### src/rtl/wb_port_arbiter.sv
// Register-file write-port arbiter: single-cycle core writeback has priority, and
// long-latency results queue in a small FIFO. The arbiter stalls the core on hazards or starvation.
module wb_port_arbiter #(
  parameter int DATA_W   = 32,
  parameter int DEPTH    = 2,
  parameter int MAX_WAIT = 4
) (
  input  logic                        clk,
  input  logic                        rst,
  input  logic                        pri_we,
  input  logic [4:0]                  pri_nd,
  input  logic [DATA_W-1:0]           pri_data,
  input  logic                        sec_valid,
  output logic                        sec_ready,
  input  logic [4:0]                  sec_nd,
  input  logic [DATA_W-1:0]           sec_data,
  input  logic [4:0]                  rs_addr,
  input  logic [4:0]                  rt_addr,
  output logic                        rf_we,
  output logic [4:0]                  rf_wa,
  output logic [DATA_W-1:0]           rf_wd,
  output logic                        stall,
  output logic [$clog2(DEPTH):0]      pending_cnt
);

  localparam int PTR_W  = $clog2(DEPTH);
  localparam int CNT_W  = PTR_W + 1;
  localparam int WAIT_W = $clog2(MAX_WAIT + 1);

  logic [4:0]        nd_mem   [DEPTH];
  logic [DATA_W-1:0] data_mem [DEPTH];
  logic [PTR_W-1:0]  rd_ptr, wr_ptr;
  logic [CNT_W-1:0]  count;
  logic [WAIT_W-1:0] wait_cnt;

  logic empty, full, hazard, starve, pri_sel, pop, push;
  logic [PTR_W-1:0] idx;

  assign empty = (count == '0);
  assign full  = (count == CNT_W'(DEPTH));

  // Any queued result targeting a register the current instruction reads or
  // overwrites must land first, so ordering matches program order.
  always_comb begin
    // NOTE: every variable assigned here gets a default first, so no latch is inferred.
    hazard = 1'b0;
    idx    = '0;
    for (int i = 0; i < DEPTH; i++) begin
      idx = rd_ptr + PTR_W'(i);
      if ((CNT_W'(i) < count) && (nd_mem[idx] != 5'd0) &&
          ((nd_mem[idx] == rs_addr) || (nd_mem[idx] == rt_addr) ||
           (pri_we && (nd_mem[idx] == pri_nd))))
        hazard = 1'b1;
    end
  end

  assign starve    = !empty && (wait_cnt >= WAIT_W'(MAX_WAIT));
  assign stall     = !rst && (hazard || starve);
  assign pri_sel   = !rst && !stall && pri_we && (pri_nd != 5'd0);
  assign pop       = !rst && !pri_sel && !empty;
  // Readiness comes from registered occupancy only; a same-cycle pop never frees a slot early.
  assign sec_ready = !rst && !full;
  assign push      = sec_valid && sec_ready && (sec_nd != 5'd0);

  always_comb begin
    rf_we = 1'b0;
    rf_wa = 5'd0;
    rf_wd = '0;
    if (pri_sel) begin
      rf_we = 1'b1;
      rf_wa = pri_nd;
      rf_wd = pri_data;
    end else if (pop) begin
      rf_we = 1'b1;
      rf_wa = nd_mem[rd_ptr];
      rf_wd = data_mem[rd_ptr];
    end
  end

  // NOTE: storage is deliberately not reset; occupancy gates every read, so stale
  // contents are never observed and the array maps onto plain registers/RAM.
  always_ff @(posedge clk) begin
    if (push) begin
      nd_mem[wr_ptr]   <= sec_nd;
      data_mem[wr_ptr] <= sec_data;
    end
  end

  // NOTE: sequential state uses non-blocking assignments only.
  always_ff @(posedge clk or posedge rst) begin
    if (rst) begin
      rd_ptr   <= '0;
      wr_ptr   <= '0;
      count    <= '0;
      wait_cnt <= '0;
    end else begin
      if (push) wr_ptr <= wr_ptr + PTR_W'(1);
      if (pop)  rd_ptr <= rd_ptr + PTR_W'(1);
      case ({push, pop})
        2'b10:   count <= count + CNT_W'(1);
        2'b01:   count <= count - CNT_W'(1);
        default: count <= count;
      endcase
      if (empty || pop)
        wait_cnt <= '0;
      else if (wait_cnt != WAIT_W'(MAX_WAIT))
        wait_cnt <= wait_cnt + WAIT_W'(1);
    end
  end

  assign pending_cnt = count;

endmodule
### config.mk
export PLATFORM = sky130hd
export DESIGN_NAME = wb_port_arbiter
export DESIGN_NICKNAME = d
export VERILOG_FILES = /design/src/rtl/wb_port_arbiter.sv
export SDC_FILE = /design/constraint.sdc
export NUM_CORES = 1
export LEC_CHECK = 0
export CAP_MARGIN = 25
export CORE_MARGIN = 8
export CORE_UTILIZATION = 47
export CTS_CLUSTER_DIAMETER = 60
export CTS_CLUSTER_SIZE = 14
export DETAILED_ROUTE_END_ITERATION = 12
export GPL_TIMING_DRIVEN = 0
export PLACE_DENSITY = 0.79
export SETUP_SLACK_MARGIN = 0.05
export SKIP_CTS_REPAIR_TIMING = 1
export SLEW_MARGIN = 25
export SYNTH_ARGS = -nofsm -noshare
export SYNTH_HDL_FRONTEND = slang
export SYNTH_SLANG_ARGS = --single-unit
### constraint.sdc
create_clock -name clk -period 3.82 [get_ports clk]
set_input_delay 0.382 -clock clk [delete_from_list [all_inputs] [get_ports clk]]
set_output_delay 0.382 -clock clk [all_outputs]
set_load 0.01 [all_outputs]
## Word level (Yosys, flattened, before mapping)

Memory sizes are Yosys's and may differ from the RTL's.
Index checks and enable logic that the tools add are counted.

- Logic and storage cells: 71
- Output and inout port bits: 42
- RAM bits: 74
- Memories: 2
- Register bits: 7

- Order comparisons: 3
- Reductions and logical operators: 34
- Add/sub/neg operators: 5
- Equal/unequal tests: 10
- Muxes and demuxes: 13

Memories:

| memory | depth | width | rd ports | clocked after Yosys merged registers in | write ports | line | text |
|---|---|---|---|---|---|---|---|
| data_mem | 2 | 32 | 1 | 0 | 1 | 31 | `logic [DATA_W-1:0] data_mem [DEPTH];` |
| nd_mem | 2 | 5 | 2 | 0 | 1 | 30 | `logic [4:0] nd_mem [DEPTH];` |

Operator list:

| kind | number |
|---|---|
| 32-bit 2-to-1 mux | 2 |
| 5-bit == test | 6 |
| 5-bit nonzero test | 4 |
| 1-bit logical AND | 16 |
| 5-bit 2-to-1 mux | 2 |
| 1-bit logical OR | 6 |
| 1-bit 2-to-1 mux | 6 |
| 3-bit 2-to-1 mux | 2 |
| 1-bit logical NOT | 5 |
| 2-bit == test (second input constant) | 2 |
| 1-bit by 2-bit < comparator with 1-bit output (first input constant) | 2 |
| 2-bit one-hot mux with 2 select lines | 1 |
| 2-bit nonzero test | 2 |
| 3-bit by 1-bit adder with 3-bit output (second input constant) | 1 |
| 3-bit >= comparator (second input constant) | 1 |
| 3-bit inequality test (second input constant) | 1 |
| 1-bit adder (second input constant) | 2 |
| 2-bit by 1-bit adder with 2-bit output (second input constant) | 1 |
| 2-bit by 1-bit == test with 1-bit output (second input constant) | 1 |
| 2-bit logical NOT | 1 |
| 2-bit by 1-bit subtractor with 2-bit output (second input constant) | 1 |

## Logic depth before layout (Yosys ltp)

Gate-level depths: netlist of the first run.
An unclocked memory read counts as a cell.

- Depth after elaboration: 18
- Mapped depth: 14

## Worst setup path before layout of the first run

Ideal clock, no wire load.

- Kind: flip-flop to flip-flop
- Start point: register count[0], in the netlist pending_cnt[0]
- End point: memory data_mem[0][0], enable pin
- Path buffers: 0
- Clock period less this slack: 3.135 ns
- Path slack: 0.685 ns
- Data required time: 3.389 ns
- Arrival time: 2.704 ns
- Stages on the path, launching flop included: 6
- Path through: dfrtp_1 > inv_1 > ha_1 > nor2_1 > o211ai_1 > nor2_1

- Longest elaborated chain between the ends: 7

Ends and longest elaborated chain:

| item | line | text |
|---|---|---|
| start, declared | 33 | `logic [CNT_W-1:0] count;` |
| start signal, assigned | 100 | `2'b10: count <= count + CNT_W'(1);` |
| start signal, assigned | 101 | `2'b01: count <= count - CNT_W'(1);` |
| start signal, assigned | 102 | `default: count <= count;` |
| 2-bit == test | 40 | `assign full = (count == CNT_W'(DEPTH));` |
| 1-bit logical NOT | 62 | `assign sec_ready = !rst && !full;` |
| 1-bit logical AND | 62 |  |
| via sec_ready | 14 | `output logic sec_ready,` |
| 1-bit logical AND (2 in series) | 63 | `assign push = sec_valid && sec_ready && (sec_nd != 5'd0);` |
| 1-bit 2-to-1 mux | 83 | `if (push) begin` |
| 1-bit 2-to-1 mux (not written as such) | 85 | `data_mem[wr_ptr] <= sec_data;` |
| end, declared | 31 |  |

The timed path passes the listed nets, and every way through them passes these cells.

## Worst setup path after layout of the first run

- Start point: register rd_ptr
- End point: output rf_wa[3]

- Longest elaborated chain between the ends: 18
- Elaborated cells between the ends (all ways): 33

Ends and longest elaborated chain:

| item | line | text |
|---|---|---|
| start, declared | 32 | `logic [PTR_W-1:0] rd_ptr, wr_ptr;` |
| start signal, assigned | 98 | `if (pop) rd_ptr <= rd_ptr + PTR_W'(1);` |
| 1-bit adder / memory read 2 x 5 bit (equally long branches) | -- |  |
| memory read 2 x 5 bit (*) | -- |  |
| 5-bit == test, or another cell as far along | 51 | `((nd_mem[idx] == rs_addr) \|\| (nd_mem[idx] == rt_addr) \|\|` |
| 1-bit logical OR / 1-bit logical AND (equally long branches) | 51, 52 |  |
| 1-bit logical OR / 1-bit logical AND (equally long branches) | 51, 50 |  |
| 1-bit logical AND / 1-bit 2-to-1 mux (equally long branches) | 50 | `if ((CNT_W'(i) < count) && (nd_mem[idx] != 5'd0) &&` |
| 1-bit 2-to-1 mux | 50 |  |
| 1-bit logical OR | 58 | `assign stall = !rst && (hazard \|\| starve);` |
| 1-bit logical AND | 58 |  |
| 1-bit logical NOT | 59 | `assign pri_sel = !rst && !stall && pri_we && (pri_nd != 5'd0);` |
| 1-bit logical AND (3 in series) | 59 |  |
| 1-bit logical NOT | 60 | `assign pop = !rst && !pri_sel && !empty;` |
| 1-bit logical AND (2 in series) | 60 |  |
| 5-bit 2-to-1 mux | 73 | `end else if (pop) begin` |
| 5-bit 2-to-1 mux (*) | 69 | `if (pri_sel) begin` |
| end, declared | 20 | `output logic [4:0] rf_wa,` |

Every way passes the cells marked *; elsewhere a longest branch is shown, timed or not.

==> flow_summary.ini, run 1 <==
[clock_tree]
cts_buffers = 9
root_buffer = clkbuf_8
clkSlewWorstSetupHoldPaths_ps = 80
cts_max_level = 3
cts_tree = done
cts_buffer_depth = 2
clkLatencyLatePin_ps = 340
clock-sinks = 81

[sta]
final.setup.tns_ps = 0
min_period_ps = 3690
skew_ps = 5.68
rsz0062_at_grt = yes
hold_violations = 0
tightest_slew_ps = 727
max_freq_ghz = 0.271
timing.final.max_slew_violations = 0
fin_crit_sh = 0.967
setup_violations = 0
slew_headroom = 0.516

[detailed_routing]
firstDrtPassIters = 4
wirelength_um = 10100
vias = 2861
via_per_inst = 5.27
postRouteAntennaNets = 0
drt-initial-drc-count = 97
wl_per_cell_um = 18.5
route.detailed.drc = 0

[setup_path]
cp.arrival_ps = 3310
crit_start = rd_ptr
critPathRequiredTime_ps = 3440
critPathMostFrequentCell = buf_4
r2r-start = rd_ptr
end_kind = output pin
cp_num_buf_inv = 4
cp_slowest_cell = clkdlybuf4s50_1
worstSetupStartpointType = flip-flop
crit_chain = buf_12 > mux2i_4 > buf_4 > xnor2_1 > nor2_1 > a32oi_2 > a311oi_4 > nor3_4 > buf_4 > o2bb2ai_1 > clkdlybuf4s50_1
critPathKind = reg2out
crit_fanout = 10
max_stage_delay_ps = 560
path_delay_family = buffers and inverters

[synth]
synth_edf_count = 74
ys_seq_area_frac = 0.590
synthDistinctLibCells = 37
ys.flop_type = edfxtp_1
synth-seq-cells = 81
synth_area_um2 = 4070
yosysWarnings = 0
synth.avg_cell_area_um2 = 14.7
syn-instance-count = 277
synthArstFlopShare = 0.0864
synth_fp_nets = 371

[layout]
multi_input_area_um2 = 1640
diodes = 0
n_fill_cell = 603
layout-drive-gt1-share = 0.152
final_core_util = 0.705
seq_area_um2 = 2400
fin_area_um2 = 6030
layout.nets = 524
area_delta_synth_final_pct = 48.4

[run]
maxCapViolations = 0

[hold_path]
min_from = pending_cnt[0]
hold_path_class = reg2reg

[floorplan]
dieArea_um2 = 11900
fp.coreArea_um2 = 8550
die_w_um = 109
pin_count = 130
row_count = 34
start_util = 0.475
die_h_um = 109

[power_and_ir_drop]
leakage_nw = 2.43
ir_worst_vdd_v = 0.000273
powerDensity_nw_per_um2 = 578

[global_route]
grt_pass1_vias = 3037
grt_remaining_overflow = 0
antenna_found_initial = 0
track_usage = 0.169
grt_pass1_wl_um = 15500
grt_max_degree = 24

[placed_design]
dp_hpwl_um = 7310
place_area_um2 = 5560
io_buffers = 129
globalplace.congestion = 0.842

[status]
status = finished, final reports clean
## Yosys cell counts (2+ instances only)
cell,count,share of area
edfxtp_1,74,0.55
or4_1,2,0.0037
clkbuf_1,4,0.0037
inv_1,8,0.0074
nand3_1,5,0.0062
a21oi_1,5,0.0062
o2bb2ai_2,9,0.033
xor2_1,13,0.028
nor2_1,14,0.013
nor3_1,6,0.0074
buf_2,4,0.0049
nand2_1,7,0.0065
mux2i_1,38,0.094
o21ai_2,2,0.0043
o2bb2ai_1,28,0.060
xnor2_1,22,0.047
buf_6,3,0.0083
dfrtp_1,7,0.043
mux2i_2,2,0.0068
ha_1,6,0.018
mux2i_4,2,0.011
## per-layer routing
| layer | global-route usage | wire (um) |
|---|---|---|
| met1 | 0.198 | 4190 |
| met2 | 0.286 | 5060 |
| met3 | 0.0508 | 667 |
| met4 | 0.0606 | 137 |
| met5 | 0 | 0 |
## report_power, final
| group | internal (mW) | total, mW | switching [mW] |
|---|---|---|---|
| clock | 0.432 | 0.729 | 0.298 |
| sequential | 1.11 | 1.19 | 0.0763 |
| combinational | 0.814 | 1.57 | 0.757 |
| total | 2.36 | 3.49 | 1.13 |
## per-stage QoR
step                hold WS [ps]  setup slack, ps  power (mW)  std cells
global placement             484             -446        2.61        514
CTS                          529             -287        3.40        532
finish                       532              128        3.49        543
global route                 550            -44.4        3.68        543
floorplan                    219              685        2.08        277
detailed placement           515              113        2.66        516
## cell usage in the layout (no fill, tap or decap), types with 3 or more instances in the layout
| cell | count |
|---|---|
| dfrtp_1 | 6 |
| nor3_1 | 5 |
| o2bb2ai_1 | 28 |
| buf_2 | 3 |
| buf_4 | 12 |
| mux2i_1 | 32 |
| clkbuf_1 | 4 |
| clkdlybuf4s50_1 | 106 |
| nand3_1 | 5 |
| ha_1 | 6 |
| nor2_1 | 12 |
| clkbuf_8 | 9 |
| edfxtp_1 | 74 |
| nand2_1 | 7 |
| a21oi_1 | 5 |
| dlymetal6s2s_1 | 23 |
| mux2i_4 | 5 |
| mux2i_2 | 5 |
| inv_1 | 8 |
| o2bb2ai_2 | 9 |
| xor2_1 | 13 |
| xnor2_1 | 22 |
| bufinv_16 | 3 |
## flip-flops by register name, indices dropped and copies added (netlist names)
signal and count:
pending_cnt 2, nd_mem 10, rd_ptr 1, wr_ptr 1, data_mem 64, wait_cnt 3
## path summary, 6_finish.rpt
check | end | slack, ps | cells past startpoint
min in group asynchronous | pending_cnt[1] | 560 | 2
max in group asynchronous | rd_ptr | 2940 | 2
setup reg to reg | pending_cnt[1] | 880 | 14
hold / removal | pending_cnt[0] | 530 | 1
setup / recovery | rf_wa[3] | 130 | 11
hold reg to reg | pending_cnt[0] | 530 | 1
## worst reg2reg max path: cells and delay by family (launching register included)
kind	cells	cell delay, ps
muxes	1	320
xor gates and xnor gates	1	100
adders and majority gates	1	330
DFF	1	440
buffers and inverters	5	740
AOI/OAI and AO/OA	4	740
and+or+nand+nor	2	150
## final cells by class
class	count	area share
inverters	8	0.00498
well taps	108	0.0224
clock inverters	6	0.0176
multi-input cells	176	0.272
plain buffers	12	0.0151
flip-flops and latches	81	0.398
repair buffers	142	0.249
clock buffers	10	0.0212
## cell families after synthesis
family                     share of synthesized area
and+or+nand+nor                               0.0483
xor gates and xnor gates                      0.0754
buffers and inverters                         0.0262
adders and majority gates                     0.0185
DFF                                            0.590
AOI/OAI and AO/OA                              0.131
muxes                                          0.111
Power figures use the tool's default switching activity.
==> inputs of run 2 (changes only) <==
--- a/config.mk
+++ b/config.mk
@@ -5,9 +5,10 @@
 export SDC_FILE = /design/constraint.sdc
 export NUM_CORES = 1
 export LEC_CHECK = 0
+export ABC_AREA = 1
 export CAP_MARGIN = 25
 export CORE_MARGIN = 8
-export CORE_UTILIZATION = 47
+export CORE_UTILIZATION = 48
 export CTS_CLUSTER_DIAMETER = 60
 export CTS_CLUSTER_SIZE = 14
 export DETAILED_ROUTE_END_ITERATION = 12
==> run 2 against run 1 <==
Net effect: register-to-register slack better by 320 ps; final area up 1.3%; core utilization down 0.81 points; sequential cell count unchanged; combinational power up 8%; power up 1.7%; die area up 4.1%; via count up 39%.
==> flow_summary.ini, run 2 <==
[detailed_routing]
route.detailed.drc = 0
via_per_inst = 5.02
vias = 3987
wl_per_cell_um = 15.6
postRouteAntennaNets = 0
wirelength_um = 12400
firstDrtPassIters = 4
drt-initial-drc-count = 241

[synth]
yosys.area.top_type = edfxtp_1
ys.flop_type = edfxtp_1
synthDistinctLibCells = 26
synth_fp_nets = 631
synthArstFlopShare = 0.0864
syn-instance-count = 537
synth.avg_cell_area_um2 = 8.11
ys_seq_area_frac = 0.551
synth-seq-cells = 81
yosysMostFrequentCell = nand2_1
synth_common_cells = 297 x nand2_1, 74 x edfxtp_1, 43 x nand3_1
synth_area_um2 = 4350
yosysWarnings = 0
synth_edf_count = 74
synth_top_area_frac = 0.510
synth_area_leaders = edfxtp_1 51%, nand2_1 26%, nand3_1 4.9%

[clock_tree]
clkLatencyLatePin_ps = 350
clock-sinks = 81
cts_tree = done
cts_buffers = 9
cts_max_level = 3
root_buffer = clkbuf_8
clkSlewWorstSetupHoldPaths_ps = 90
cts_buffer_depth = 2

[floorplan]
fp.coreArea_um2 = 8760
die_h_um = 111
start_util = 0.497
pin_count = 130
die_w_um = 111
row_count = 34
dieArea_um2 = 12400

[sta]
tightest_slew_ps = 953
setup_violations = 0
min_period_ps = 3530
hold_violations = 0
rsz0062_at_grt = no
timing.final.max_slew_violations = 0
fin_crit_sh = 0.923
slew_headroom = 0.355
skew_ps = 8.87
max_freq_ghz = 0.284

[global_route]
grt_remaining_overflow = 0
antenna_found_initial = 0
grt_max_degree = 23
grt_pass1_wl_um = 19900
track_usage = 0.198
grt_pass1_vias = 4031

[setup_path]
critPathMostFrequentCell = nand2_1
cp.arrival_ps = 3140
critPathKind = reg2out
crit_fanout = 10
worstSetupStartpointType = flip-flop
critPathRequiredTime_ps = 3440
crit_chain = buf_4 > nand2_1 > nand2_2 > nand2_1 > nand2_1 > a21oi_1 > nand3_1 > nand3_1 > nand2_1 > nand4_4 > inv_2 > buf_2 > nand2_1 > nand2_1 > clkdlybuf4s50_1
cp_slowest_cell = clkdlybuf4s50_1
cp_num_buf_inv = 4
max_stage_delay_ps = 550
path_delay_family = buffers and inverters
end_kind = output pin

[layout]
top_register = data_mem
final_cell_count_no_fill = 794
layout_common_cells = 297 x nand2_1, 129 x clkdlybuf4s50_1, 74 x edfxtp_1
diodes = 0
area_delta_synth_final_pct = 40.4
reg.largest.list = data_mem (64), nd_mem (10), wait_cnt (3)
final_core_util = 0.697
layout-drive-gt1-share = 0.0612
final_common_cell = nand2_1
layout.nets = 775
largest_reg_flops = 64

[power_and_ir_drop]
powerDensity_nw_per_um2 = 581
pwr-share-clk = 0.193
switching_share = 0.398
ir_worst_vdd_v = 0.000352
power_frac_comb = 0.478
p_sw_mw = 1.41
internal-power_mw = 2.14
p_seq_frac = 0.329
leakage_nw = 2.77

[placed_design]
dp_cells = 778
globalplace.congestion = 0.946
io_buffers = 129
dp_hpwl_um = 9720

[status]
status = finished, final reports clean

[run]
maxCapViolations = 0

[hold_path]
hold_path_class = in2async
==> run 2: changes by cell type after synthesis, sizes merged, moves of 7 or more <==
| cell | previous run | this run |
|---|---|---|
| inv | 8 | 43 |
| nand3 | 5 | 44 |
| nand2 | 7 | 302 |
| o2bb2ai | 37 | 0 |
| xor2 | 13 | 5 |
| buf | 8 | 15 |
| xnor2 | 22 | 2 |
| mux2i | 42 | 0 |
| nor2 | 14 | 22 |
==> run 2: per-stage QoR <==
stage	area, um^2	setup TNS, ps	worst slack [ps]	hold slack [ps]	total power [mW]
after detailed placement	5890	0	435	516	2.89
final	6110	0	294	367	3.55
after CTS	6110	0	261	365	3.57
after global placement	5780	-20540	-280	501	2.80
after floorplan	4350	0	671	241	2.15
after global routing	6110	0	44.9	384	3.80
==> run 2: layer usage <==
metal	part of all wire	wire (um)	GRT usage	vias up
met4	0.015	184	0.0596	0
met1	0.42	5220	0.233	1829
met3	0.072	900	0.0563	14
met2	0.49	6120	0.340	142
li1	-	-	-	2002
met5	0	0	0	-
==> run 2: area by class of cell <==
class                   instances  area [um^2]
plain buffers                  16         91.3
well taps                     108          135
clock inverters                 7         93.8
flip-flops and latches         81         2400
inverters                      43          164
multi-input cells             397         1720
clock buffers                   9          124
repair buffers                133         1390
fillers                       727         2650
==> run 2: worst paths after layout <==
kind                             endpoint      startpoint  cells past startpoint  slack [ps]
setup / recovery                 rf_wa[3]          rd_ptr                     15         290
hold / removal             pending_cnt[1]             rst                      2         370
setup reg to reg           pending_cnt[1]          rd_ptr                     16        1200
hold reg to reg            pending_cnt[0]  pending_cnt[0]                      1         520
max in group asynchronous          rd_ptr             rst                      2        3140
min in group clk           pending_cnt[0]  pending_cnt[0]                      1         520
==> run 2: power groups by stage <==
stage          Clock (mW)  Sequential, mW  Combinational, mW
3_5_place_dp            0            1.19               1.70
5_1_grt             0.738            1.18               1.88
4_1_cts             0.690            1.17               1.71
3_3_place_gp            0            1.19               1.61
2_1_floorplan           0            1.18              0.962
6_report            0.685            1.17               1.69
==> run 2: logic make-up (layout without fill, tap and decap cells) <==
| family | Yosys count | in the layout | share of synthesized area |
|---|---|---|---|
| adder cells (fa/ha/maj) | 6 | 6 | 0.0172 |
| buffers and inverters | 59 | 208 | 0.0581 |
| AO/OA/AOI/OAI | 10 | 10 | 0.0126 |
| XOR/XNOR | 7 | 7 | 0.0141 |
| AND/OR/NAND/NOR | 374 | 374 | 0.347 |
| flip-flops | 81 | 81 | 0.551 |
==> inputs of run 3 (changes only) <==
--- a/config.mk
+++ b/config.mk
@@ -6,7 +6,7 @@
 export NUM_CORES = 1
 export LEC_CHECK = 0
 export ABC_AREA = 1
-export CAP_MARGIN = 25
+export CAP_MARGIN = 20
 export CORE_MARGIN = 8
 export CORE_UTILIZATION = 48
 export CTS_CLUSTER_DIAMETER = 60
==> results of run 3 <==
The final DEF is identical to that of run 2; final timing and power are the same.
